[src/rtl/aes_ct_serializer.sv]
// aes_ct_serializer: buffers 128-bit AES ciphertext blocks in a small FIFO and
// streams them out as 32-bit words, most significant word first, over a
// valid/ready handshake. The AES core cannot be stalled, so a block that
// arrives while the buffer is full is dropped and a sticky overflow flag is set.
// All outputs come straight from registers; nothing on the output side depends
// combinationally on valid or out_ready.
module aes_ct_serializer #(
    parameter int DEPTH = 4
) (
    input  logic                     clk,
    input  logic                     rst,
    input  logic [127:0]             C,
    input  logic                     valid,
    output logic [31:0]              out_data,
    output logic                     out_valid,
    input  logic                     out_ready,
    output logic                     out_last,
    output logic [$clog2(DEPTH):0]   level,
    output logic                     overflow,
    input  logic                     clr_ovf
);

    localparam int LVL_W = $clog2(DEPTH) + 1;
    localparam int PTR_W = $clog2(DEPTH);

    // Block storage; contents need no reset because level says what is valid.
    logic [127:0]     mem_r [DEPTH];

    logic [PTR_W-1:0] wr_ptr_r;
    logic [PTR_W-1:0] rd_ptr_r;
    logic [1:0]       word_idx_r;
    logic [LVL_W-1:0] level_r;
    logic [31:0]      out_data_r;
    logic             out_valid_r;
    logic             out_last_r;
    logic             overflow_r;

    logic             pop_s;
    logic             pop_blk_s;
    logic             full_s;
    logic             accept_s;
    logic             drop_s;
    logic [PTR_W-1:0] wr_ptr_nxt_s;
    logic [PTR_W-1:0] rd_ptr_nxt_s;
    logic [1:0]       word_idx_nxt_s;
    logic [LVL_W-1:0] level_nxt_s;
    logic             overflow_nxt_s;
    logic [127:0]     head_blk_s;
    logic [31:0]      out_data_nxt_s;
    logic             out_valid_nxt_s;
    logic             out_last_nxt_s;

    // Word select: index 0 is the most significant word of the block.
    function automatic logic [31:0] word_sel(input logic [127:0] blk, input logic [1:0] idx);
        logic [31:0] w;
        case (idx)
            2'd0:    w = blk[127:96];
            2'd1:    w = blk[95:64];
            2'd2:    w = blk[63:32];
            2'd3:    w = blk[31:0];
            default: w = 32'h0000_0000;
        endcase
        return w;
    endfunction

    // Handshake decode, write/drop decisions and next-state of every register.
    always_comb begin
        pop_s          = out_valid_r & out_ready;
        pop_blk_s      = pop_s & (word_idx_r == 2'd3);
        full_s         = (level_r == LVL_W'(DEPTH));
        accept_s       = valid & (~full_s | pop_blk_s);
        drop_s         = valid & full_s & ~pop_blk_s;
        wr_ptr_nxt_s   = wr_ptr_r;
        rd_ptr_nxt_s   = rd_ptr_r;
        word_idx_nxt_s = word_idx_r;
        level_nxt_s    = level_r;
        overflow_nxt_s = overflow_r;
        head_blk_s     = 128'h0;
        out_data_nxt_s = 32'h0000_0000;
        out_valid_nxt_s = 1'b0;
        out_last_nxt_s = 1'b0;

        if (accept_s) begin
            wr_ptr_nxt_s = wr_ptr_r + PTR_W'(1);
        end else begin
            wr_ptr_nxt_s = wr_ptr_r;
        end

        if (pop_blk_s) begin
            word_idx_nxt_s = 2'd0;
            rd_ptr_nxt_s   = rd_ptr_r + PTR_W'(1);
        end else if (pop_s) begin
            word_idx_nxt_s = word_idx_r + 2'd1;
        end else begin
            word_idx_nxt_s = word_idx_r;
        end

        case ({accept_s, pop_blk_s})
            2'b10:   level_nxt_s = level_r + LVL_W'(1);
            2'b01:   level_nxt_s = level_r - LVL_W'(1);
            default: level_nxt_s = level_r;
        endcase

        // A drop in the same cycle as a clear leaves the flag set.
        if (drop_s) begin
            overflow_nxt_s = 1'b1;
        end else if (clr_ovf) begin
            overflow_nxt_s = 1'b0;
        end else begin
            overflow_nxt_s = overflow_r;
        end

        // The next head block may be the one being written this very edge
        // (buffer empty, or last block draining while a new one lands).
        if (accept_s && (wr_ptr_r == rd_ptr_nxt_s)) begin
            head_blk_s = C;
        end else begin
            head_blk_s = mem_r[rd_ptr_nxt_s];
        end

        if (level_nxt_s != LVL_W'(0)) begin
            out_valid_nxt_s = 1'b1;
            out_data_nxt_s  = word_sel(head_blk_s, word_idx_nxt_s);
            out_last_nxt_s  = (word_idx_nxt_s == 2'd3);
        end else begin
            out_valid_nxt_s = 1'b0;
            out_data_nxt_s  = 32'h0000_0000;
            out_last_nxt_s  = 1'b0;
        end
    end

    // Block storage write on accept.
    always_ff @(posedge clk) begin
        if (accept_s) begin
            mem_r[wr_ptr_r] <= C;
        end
    end

    // Pointers, level, flags and the registered output word.
    always_ff @(posedge clk or negedge rst) begin
        if (!rst) begin
            wr_ptr_r    <= '0;
            rd_ptr_r    <= '0;
            word_idx_r  <= 2'd0;
            level_r     <= '0;
            out_data_r  <= 32'h0000_0000;
            out_valid_r <= 1'b0;
            out_last_r  <= 1'b0;
            overflow_r  <= 1'b0;
        end else begin
            wr_ptr_r    <= wr_ptr_nxt_s;
            rd_ptr_r    <= rd_ptr_nxt_s;
            word_idx_r  <= word_idx_nxt_s;
            level_r     <= level_nxt_s;
            out_data_r  <= out_data_nxt_s;
            out_valid_r <= out_valid_nxt_s;
            out_last_r  <= out_last_nxt_s;
            overflow_r  <= overflow_nxt_s;
        end
    end

    assign out_data  = out_data_r;
    assign out_valid = out_valid_r;
    assign out_last  = out_last_r;
    assign level     = level_r;
    assign overflow  = overflow_r;

endmodule

[config.mk]
export PLATFORM = sky130hd
export DESIGN_NAME = aes_ct_serializer
export DESIGN_NICKNAME = d
export VERILOG_FILES = /design/src/rtl/aes_ct_serializer.sv
export SDC_FILE = /design/constraint.sdc
export NUM_CORES = 1
export LEC_CHECK = 0
export ABC_AREA = 1
export ABC_CLOCK_PERIOD_IN_PS = 8350
export CORE_MARGIN = 2
export CORE_UTILIZATION = 52
export CTS_CLUSTER_DIAMETER = 50
export DETAILED_ROUTE_END_ITERATION = 7
export MAX_ROUTING_LAYER = met4
export PLACE_DENSITY = 0.72
export SETUP_SLACK_MARGIN = 0.15
export SKIP_CTS_REPAIR_TIMING = 1
export SLEW_MARGIN = 20
export SYNTH_ARGS = -nofsm -noshare
export SYNTH_HDL_FRONTEND = slang
export SYNTH_SLANG_ARGS = --single-unit
[constraint.sdc]
create_clock -name clk -period 8.35 [get_ports clk]
set_input_delay 2.0875 -clock clk [delete_from_list [all_inputs] [get_ports clk]]
set_output_delay 2.0875 -clock clk [all_outputs]
set_load 0.01 [all_outputs]
* Word-level counts from Yosys, hierarchy flattened *
Memories as Yosys holds them, arrays and structs flattened.
Index checks and enable logic that the tools add are counted.

storage, ports and cells
  memories kept = 1
  bits in writable memories = 512
  register bits after elaboration = 44

memory list
  memory  depth  width  read ports  clocked after memory_dff  wr ports  line  source
  mem_r   4      128    1           0                         1         27    logic [127:0] mem_r [DEPTH];

operators by class
  eq/ne operators = 8
  $add $sub $neg = 5
  muxes and demuxes = 13
  reductions and logical operators = 4
  bitwise gates (word level) = 8

operators by type and width
  cell                                                                 count
  128-bit two-way mux                                                  1
  32-bit case mux with 4 select lines                                  1
  32-bit two-way mux                                                   1
  2-bit == test (second input constant)                                4
  2-bit by 1-bit adder with 2-bit output (second input constant)       3
  1-bit two-way mux                                                    6
  2-bit two-way mux                                                    3
  3-bit case mux with 2 select lines                                   1
  1-bit bitwise AND                                                    5
  2-bit by 1-bit == test with 1-bit output (second input constant)     2
  3-bit by 1-bit adder with 3-bit output (second input constant)       1
  3-bit == test (second input constant)                                1
  3-bit nonzero test                                                   1
  3-bit by 1-bit subtractor with 3-bit output (second input constant)  1
  2-bit == test                                                        1
  2-bit logical NOT                                                    1
  1-bit NOT                                                            2
  2-bit nonzero test                                                   1
  1-bit logical AND                                                    1
  1-bit bitwise OR                                                     1

* Longest topological paths before layout *
Gate-level depths: netlist (run 1).

  word-level depth = 8
  depth in mapped cells = 17
  depth with buffers taken out = 16

* Worst setup path after synthesis (run 1) *
Ideal clock, no wire load.

  path kind = input -> register
  start point = in out_ready
  end point = mem mem_r[0][0], enable pin
  data arrival time = 7.786 ns
  required time = 7.733 ns
  cell stages on the path = 4
  slack = -0.053 ns
  buffers on the path = 0
  path through = nand3_2 > nand4_1 > nand2_2 > nor2_1

on the way
  cells in the longest elaborated chain, start to end = 6

ends and longest elaborated chain
  item                                     line  source
  from (decl)                              16    input logic out_ready,
  1-bit bitwise AND                        68    pop_s = out_valid_r & out_ready;
  1-bit bitwise AND                        69    pop_blk_s = pop_s & (word_idx_r == 2'd3);
  1-bit bitwise OR                         71    accept_s = valid & (~full_s | pop_blk_s);
  1-bit bitwise AND                        71
  1-bit two-way mux                        134   if (accept_s) begin
  1-bit two-way mux (implied by the code)  135   mem_r[wr_ptr_r] <= C;
  to (decl)                                27

Every way passes these cells.

* Worst setup path after layout (run 1) *
  start point = in out_ready
  end point = reg out_data_r[8] (netlist: out_data[8])

on the way
  cells in the longest elaborated chain, start to end = 8
  elaborated cells on any way between the ends = 21
  classes of those cells = 6 x eq/ne; 7 x mux; 4 x bitwise; 3 x reduce/logical; 1 x memory

ends and longest elaborated chain
  item                                                             line  source
  1-bit bitwise AND (*)                                            68
  branches (longest 6 deep; another with memory read 4 x 128 bit)  n/a
  32-bit two-way mux (*)                                           121   if (level_nxt_s != LVL_W'(0)) begin
  via out_data_nxt_s[8]                                            49    logic [31:0] out_data_nxt_s;
  to (signal assigned)                                             155   out_data_r <= out_data_nxt_s;
  to (decl)                                                        33    logic [31:0] out_data_r;

Mark *: on every way through the listed nets, which the timed path passes.
A chain may end at the register's enable or synchronous reset.

==> results of run 1 <==
[through the flow]
step	worst slack, ns	total power [mW]	util, %	instances	hold WS [ns]
after floorplan	-0.0535	7.35	-	2417	0.548
after global placement	2.38	9.05	56.8	3056	0.528
after detailed placement	2.33	9.12	56.8	3056	0.534
after CTS	2.96	11.7	60.8	3164	0.547
after global routing	2.67	12.4	60.9	3168	0.598
final	2.91	11.8	60.9	3168	0.547
[state kept, by name, summed over array words and instances, names as in the netlist]
register / flops
level: 3
mem_r: 512
out_data: 32
out_last: 1
out_valid: 1
overflow: 1
rd_ptr_r: 2
word_idx_r: 2
wr_ptr_r: 2
[kinds of logic after synthesis]
logic type                 after synthesis  share of synthesized area, %
and+or+nand+nor                       1454                          26.9
DFF                                    556                          66.1
buffers and inverters                  390                          6.35
AOI/OAI and AO/OA                        7                         0.171
adders and majority gates                7                         0.381
xor gates and xnor gates                 3                         0.105
[metal layers]
layer / GRT usage, % / up-vias / share of wire, %
met5: - / - / 0
met4: 11.0 / 0 / 3.3
met3: 5.25 / 141 / 10
met2: 44.7 / 1171 / 47
met1: 39.9 / 9119 / 39
li1: - / 8480 / -
[layout make-up]
type / instances / area [µm²]
clock inverters: 37 / 370
fillers: 3721 / 18600
diodes: 3 / 7.51
multi-input cells: 1471 / 6980
repair buffers: 198 / 2000
clock buffers: 71 / 1530
inverters: 217 / 815
well taps: 615 / 769
flip-flops and latches: 556 / 16500
[cell usage in the layout, fill, tap and decap left out, drive strengths merged, types with 4 or more instances in the layout]
cell,synthesis,layout
bufinv,0,6
nand2,603,603
nand3b,64,64
nand3,773,773
nor2,12,12
clkinvlp,0,4
inv,217,219
edfxtp,512,512
clkbuf,68,71
clkdlybuf4s50,0,169
clkinv,0,25
ha,6,6
buf,105,29
dfrtp,44,44
[power groups by stage]
stage / Clock, mW / Combinational [mW] / Sequential (mW)
6_report: 2.57 / 5.28 / 3.92
5_1_grt: 2.71 / 5.73 / 3.96
4_1_cts: 2.59 / 5.19 / 3.92
3_5_place_dp: 0 / 5.16 / 3.97
3_3_place_gp: 0 / 5.09 / 3.95
2_1_floorplan: 0 / 3.31 / 4.04
[path summary, 6_finish.rpt]
check / startpoint / end / slack [ns] / cells after the start
setup / recovery: out_ready / out_data[8]$_DFF_PN0_ / 2.91 / 15
hold / removal: level[0]$_DFF_PN0_ / level[0]$_DFF_PN0_ / 0.55 / 1
setup reg to reg: word_idx_r[0]$_DFF_PN0_ / out_data[8]$_DFF_PN0_ / 4.26 / 15
hold reg to reg: level[0]$_DFF_PN0_ / level[0]$_DFF_PN0_ / 0.55 / 1
max in group asynchronous: rst / wr_ptr_r[1]$_DFFE_PN0P_ / 6.26 / 2
min in group asynchronous: rst / out_data[3]$_DFF_PN0_ / 1.58 / 2
==> results.yml, run 1 <==
outcome:
  status: "complete, no violations"
placement:
  dp_hpwl_mm: 39.8
  port_buffers: 170
  place.gp.congestion: 0.867
  dpl-instance-area_um2: 27000
synthesis:
  synth_ff_type: "edfxtp_1"
  synthArstFlopShare_pct: 7.91
  syn_inst: 2417
  synth_edf_count: 512
  synth_largest_area_cell: "edfxtp_1"
  ys_ff_latch: 556
  avgSynthCellArea_um2: 10.3
  synth-seq-area-share_pct: 66.1
  syn_nets: 2557
  synth_common_cells: "nand3_1, nand2_1, edfxtp_1"
  ys_types: 27
  ys_top_cells_by_area: "edfxtp_1, nand3_1, nand2_1"
  ys_warn_count: 0
  synth.most_common_cell: "nand3_1"
  syn-cell-area_um2: 24900
  synth_top_area_share_pct: 61.7
worst_setup_path:
  crit_chain: "clkdlybuf4s50_1 -> nand2_2 -> inv_2 -> nand2_8 -> nand2_1 -> nand2_4 -> buf_4 -> buf_4 -> nand3_1 -> nand2_1 -> nand2_1 -> nand3_1 -> nand3_1 -> nand2_1 -> inv_1"
  cp_num_buf_inv: 5
  critPathSlowestCell: "buf_4"
  cp-end-kind: "flop"
  cpPeakStageDelay_ns: 0.91
  worstSetupStartpointType: "input port"
  crit_top_cell: "nand2_1"
  worst-setup-path-type: "in2reg"
  worst_ep_required_time_ns: 8.86
  cp_top_family: "buffers and inverters"
  cp.arrival_ns: 5.95
  cp_max_fo: 83
route:
  drtPass1Iterations: 6
  drc: 0
  detail-route-antenna-nets: 0
  vias: 18900
  wirelength_mm: 71.8
  drtIter0Drc: 2651
  drt-vias-per-instance: 5.97
  detail_route.wl_per_cell_um: 22.7
final_layout:
  drive_above_1_share_pct: 5.61
  fin_nets: 2641
  area.growth.synth_to_final_pct: 16.1
  stdcell_area_um2: 29000
power:
  sw_frac_of_total_pct: 43.1
  power_density_nw_per_um2: 407
  pwr-share-clk_pct: 21.9
  power_switching_mw: 5.08
  leakage_nw: 11.6
  peakVddDrop_mv: 0.287
  p_int_mw: 6.70
  power_frac_comb_pct: 44.8
  seqPwrFrac_pct: 33.3
grt:
  track_usage_pct: 29.4
  antenna_found_initial: 5
  grt-ovfl-total: 0
  grt_pass1_wl_mm: 108
  first_global_vias: 17800
  grt_max_degree: 230
timing:
  hold_viol_final: 0
  fin_skew_ns: 0.0258
  setup_tns_ns: 0
  min_period_ns: 5.44
  slew_violations: 0
  finalCritPeriodShare_pct: 65.2
  tightest_slew_ns: 1.16
  grt_setup_unrepaired: "no"
  fmax_mhz: 184
  maxSlewHeadroom_pct: 22.7
  setup-violations-final: 0
floorplanning:
  initial_core_util_pct: 52.4
  row_count: 80
  fp.dieW_um: 223
  dieArea_um2: 49700
  core_um2: 47500
  chipHeight_um: 223
  io_pins: 171
clock_network:
  root_buffer: "clkbuf_16"
  h-tree-depth: 2
  clkLatencyLatePin_ns: 0.64
  max-clock-path-buffers: 3
  clkTransAtPathRegs_ns: 0.06
  cts_sinks: 556
  cts_tree: "yes"
  numCtsBuffers: 57
hold_path:
  min_path_type: "reg2reg"
job:
  drv_cap: 0
(Power assumes the default switching activity.)
==> run 2: changes to the inputs <==
Settings changed: ABC_CLOCK_PERIOD_IN_PS 8350 to 5100.
Clock period 8.35 ns to 5.1 ns, I/O delays scaled along.
==> run 2 against run 1 <==
  * Die area stayed put
  * Clock skew is 0.0036 ns higher
  * Clock power up 61%
  * Worst hold slack better by 0.042 ns
  * Sequential power up 64%
  * Critical path depth rose by 2
  * Final cell count is 0.35% higher
  * Non-clock buffer count up 13
  * Utilization grew 0.18 points
  * Critical path type unchanged
==> results.yml, run 2 (synthesis results as in run 1) <==
job:
  drv_cap: 0
timing:
  setup_tns_ns: 0
  hold_viol_final: 0
  setup-violations-final: 0
  tightest_slew_ns: 1.06
  slew_violations: 0
  grt_setup_unrepaired: "no"
  fin_skew_ns: 0.0295
  min_period_ns: 3.84
  fmax_mhz: 261
  finalCritPeriodShare_pct: 75.2
  maxSlewHeadroom_pct: 29.6
power:
  leakage_nw: 11.6
  peakVddDrop_mv: 0.669
  power_density_nw_per_um2: 664
final_layout:
  multi_input_comb_area_um2: 6970
  stdcell_area_um2: 29000
  instances_no_fill: 3179
  area.growth.synth_to_final_pct: 16.5
  fin_util_pct: 61.1
  regMostFlops: "mem_r"
  regArea_um2: 16500
  nFillCells: 3817
  fin_nets: 2655
  mostFrequentLayoutCell: "nand3_1"
  largest_register_ffs: 512
  layout_common_cells: "nand3_1, nand2_1, edfxtp_1"
  drive_above_1_share_pct: 5.74
placement:
  port_buffers: 170
  place.gp.congestion: 0.973
  dp_hpwl_mm: 41.8
  place_inst: 3070
  dpl-instance-area_um2: 27200
clock_network:
  cts_sinks: 556
  max-clock-path-buffers: 3
  clkTransAtPathRegs_ns: 0.06
  root_buffer: "clkbuf_16"
  numCtsBuffers: 58
  clkLatencyLatePin_ns: 0.63
  cts_tree: "yes"
  h-tree-depth: 2
floorplanning:
  io_pins: 171
  fp.dieW_um: 223
  row_count: 80
  dieArea_um2: 49700
  chipHeight_um: 223
  initial_core_util_pct: 52.4
  core_um2: 47500
worst_setup_path:
  cp-end-kind: "flop"
  worstSetupStartpointType: "input port"
  worst_ep_required_time_ns: 5.66
  cp_max_fo: 31
  crit_start: "out_ready"
  r2r-start: "word_idx_r[0]$_DFF_PN0_"
  worst-setup-path-type: "in2reg"
  cp.arrival_ns: 4.39
grt:
  grt-busiest-layer: "met2"
  use_met3_pct: 5.98
  grt_util_met2_pct: 44.6
  grt-ovfl-total: 0
  grtUsageMet1_pct: 38.7
  antenna_found_initial: 3
  grt_max_degree: 149
  grt_pass1_wl_mm: 108
  track_usage_pct: 29.3
  first_global_vias: 17700
route:
  drtIter0Drc: 2697
  drc: 0
  wirelength_mm: 71.0
  vias: 18900
  detail_route.wl_per_cell_um: 22.3
  drtPass1Iterations: 6
  drt-vias-per-instance: 5.95
  detail-route-antenna-nets: 0
outcome:
  status: "complete, no violations"
hold_path:
  min_path_type: "reg2reg"
  min-delay-start: "level[0]$_DFF_PN0_"
==> run 2: power breakdown <==
part           switching, mW  internal, mW  total, mW  leakage, nW
sequential             0.318          6.09       6.41         5.22
clock                   1.74          2.40       4.14        0.906
combinational           6.22          2.50       8.72         5.49
==> run 2: cell type report <==
| type | instances | area share (%) |
|---|---|---|
| sequential | 556 | 56.7 |
| multi-input combinational | 1471 | 24.0 |
| timing repair buffer | 211 | 7.43 |
| clock buffer | 75 | 5.36 |
| inverter | 217 | 2.81 |
| tap | 615 | 2.65 |
| clock inverter | 31 | 0.987 |
| antenna | 3 | 0.0259 |
==> run 2: metrics by stage <==
stage	total power, mW	hold slack (ns)	setup WS [ns]
3_3_place_gp	14.9	0.574	0.823
6_report	19.3	0.589	1.26
5_1_grt	20.3	0.622	1.07
4_1_cts	19.2	0.572	1.33
2_1_floorplan	12.0	0.548	-0.349
3_5_place_dp	15.0	0.562	0.691
==> run 2: layer usage <==
layer	wire length [µm]	vias to the layer above
met3	7230	169
met1	27600	9193
met5	0	-
li1	-	8498
met4	2860	0
met2	33300	1061
==> run 2: critical path: stages <==
cell             delay, ns
clkdlybuf4s50_1       0.49
nand3_2               0.22
nand4_1               0.17
nand2_2               0.31
ha_1                  0.21
inv_1                 0.07
fa_1                  0.38
a21oi_1               0.15
o21ai_0               0.11
xor2_1                0.19
inv_1                 0.06
nand2_1               0.11
buf_4                 0.35
nand2_1               0.10
inv_1                 0.06
nand2_1               0.05
inv_1                 0.08
==> run 2: final timing paths <==
check,cells after the start,end,slack [ns]
worst max-delay path,17,out_data[17]$_DFF_PN0_,1.26
worst min-delay path,1,level[0]$_DFF_PN0_,0.59
worst max register to register,17,out_data[17]$_DFF_PN0_,1.74
worst min register to register,1,level[0]$_DFF_PN0_,0.59
max in group asynchronous,1,out_data[28]$_DFF_PN0_,4.02
min in group asynchronous,1,out_data[1]$_DFF_PN0_,0.67
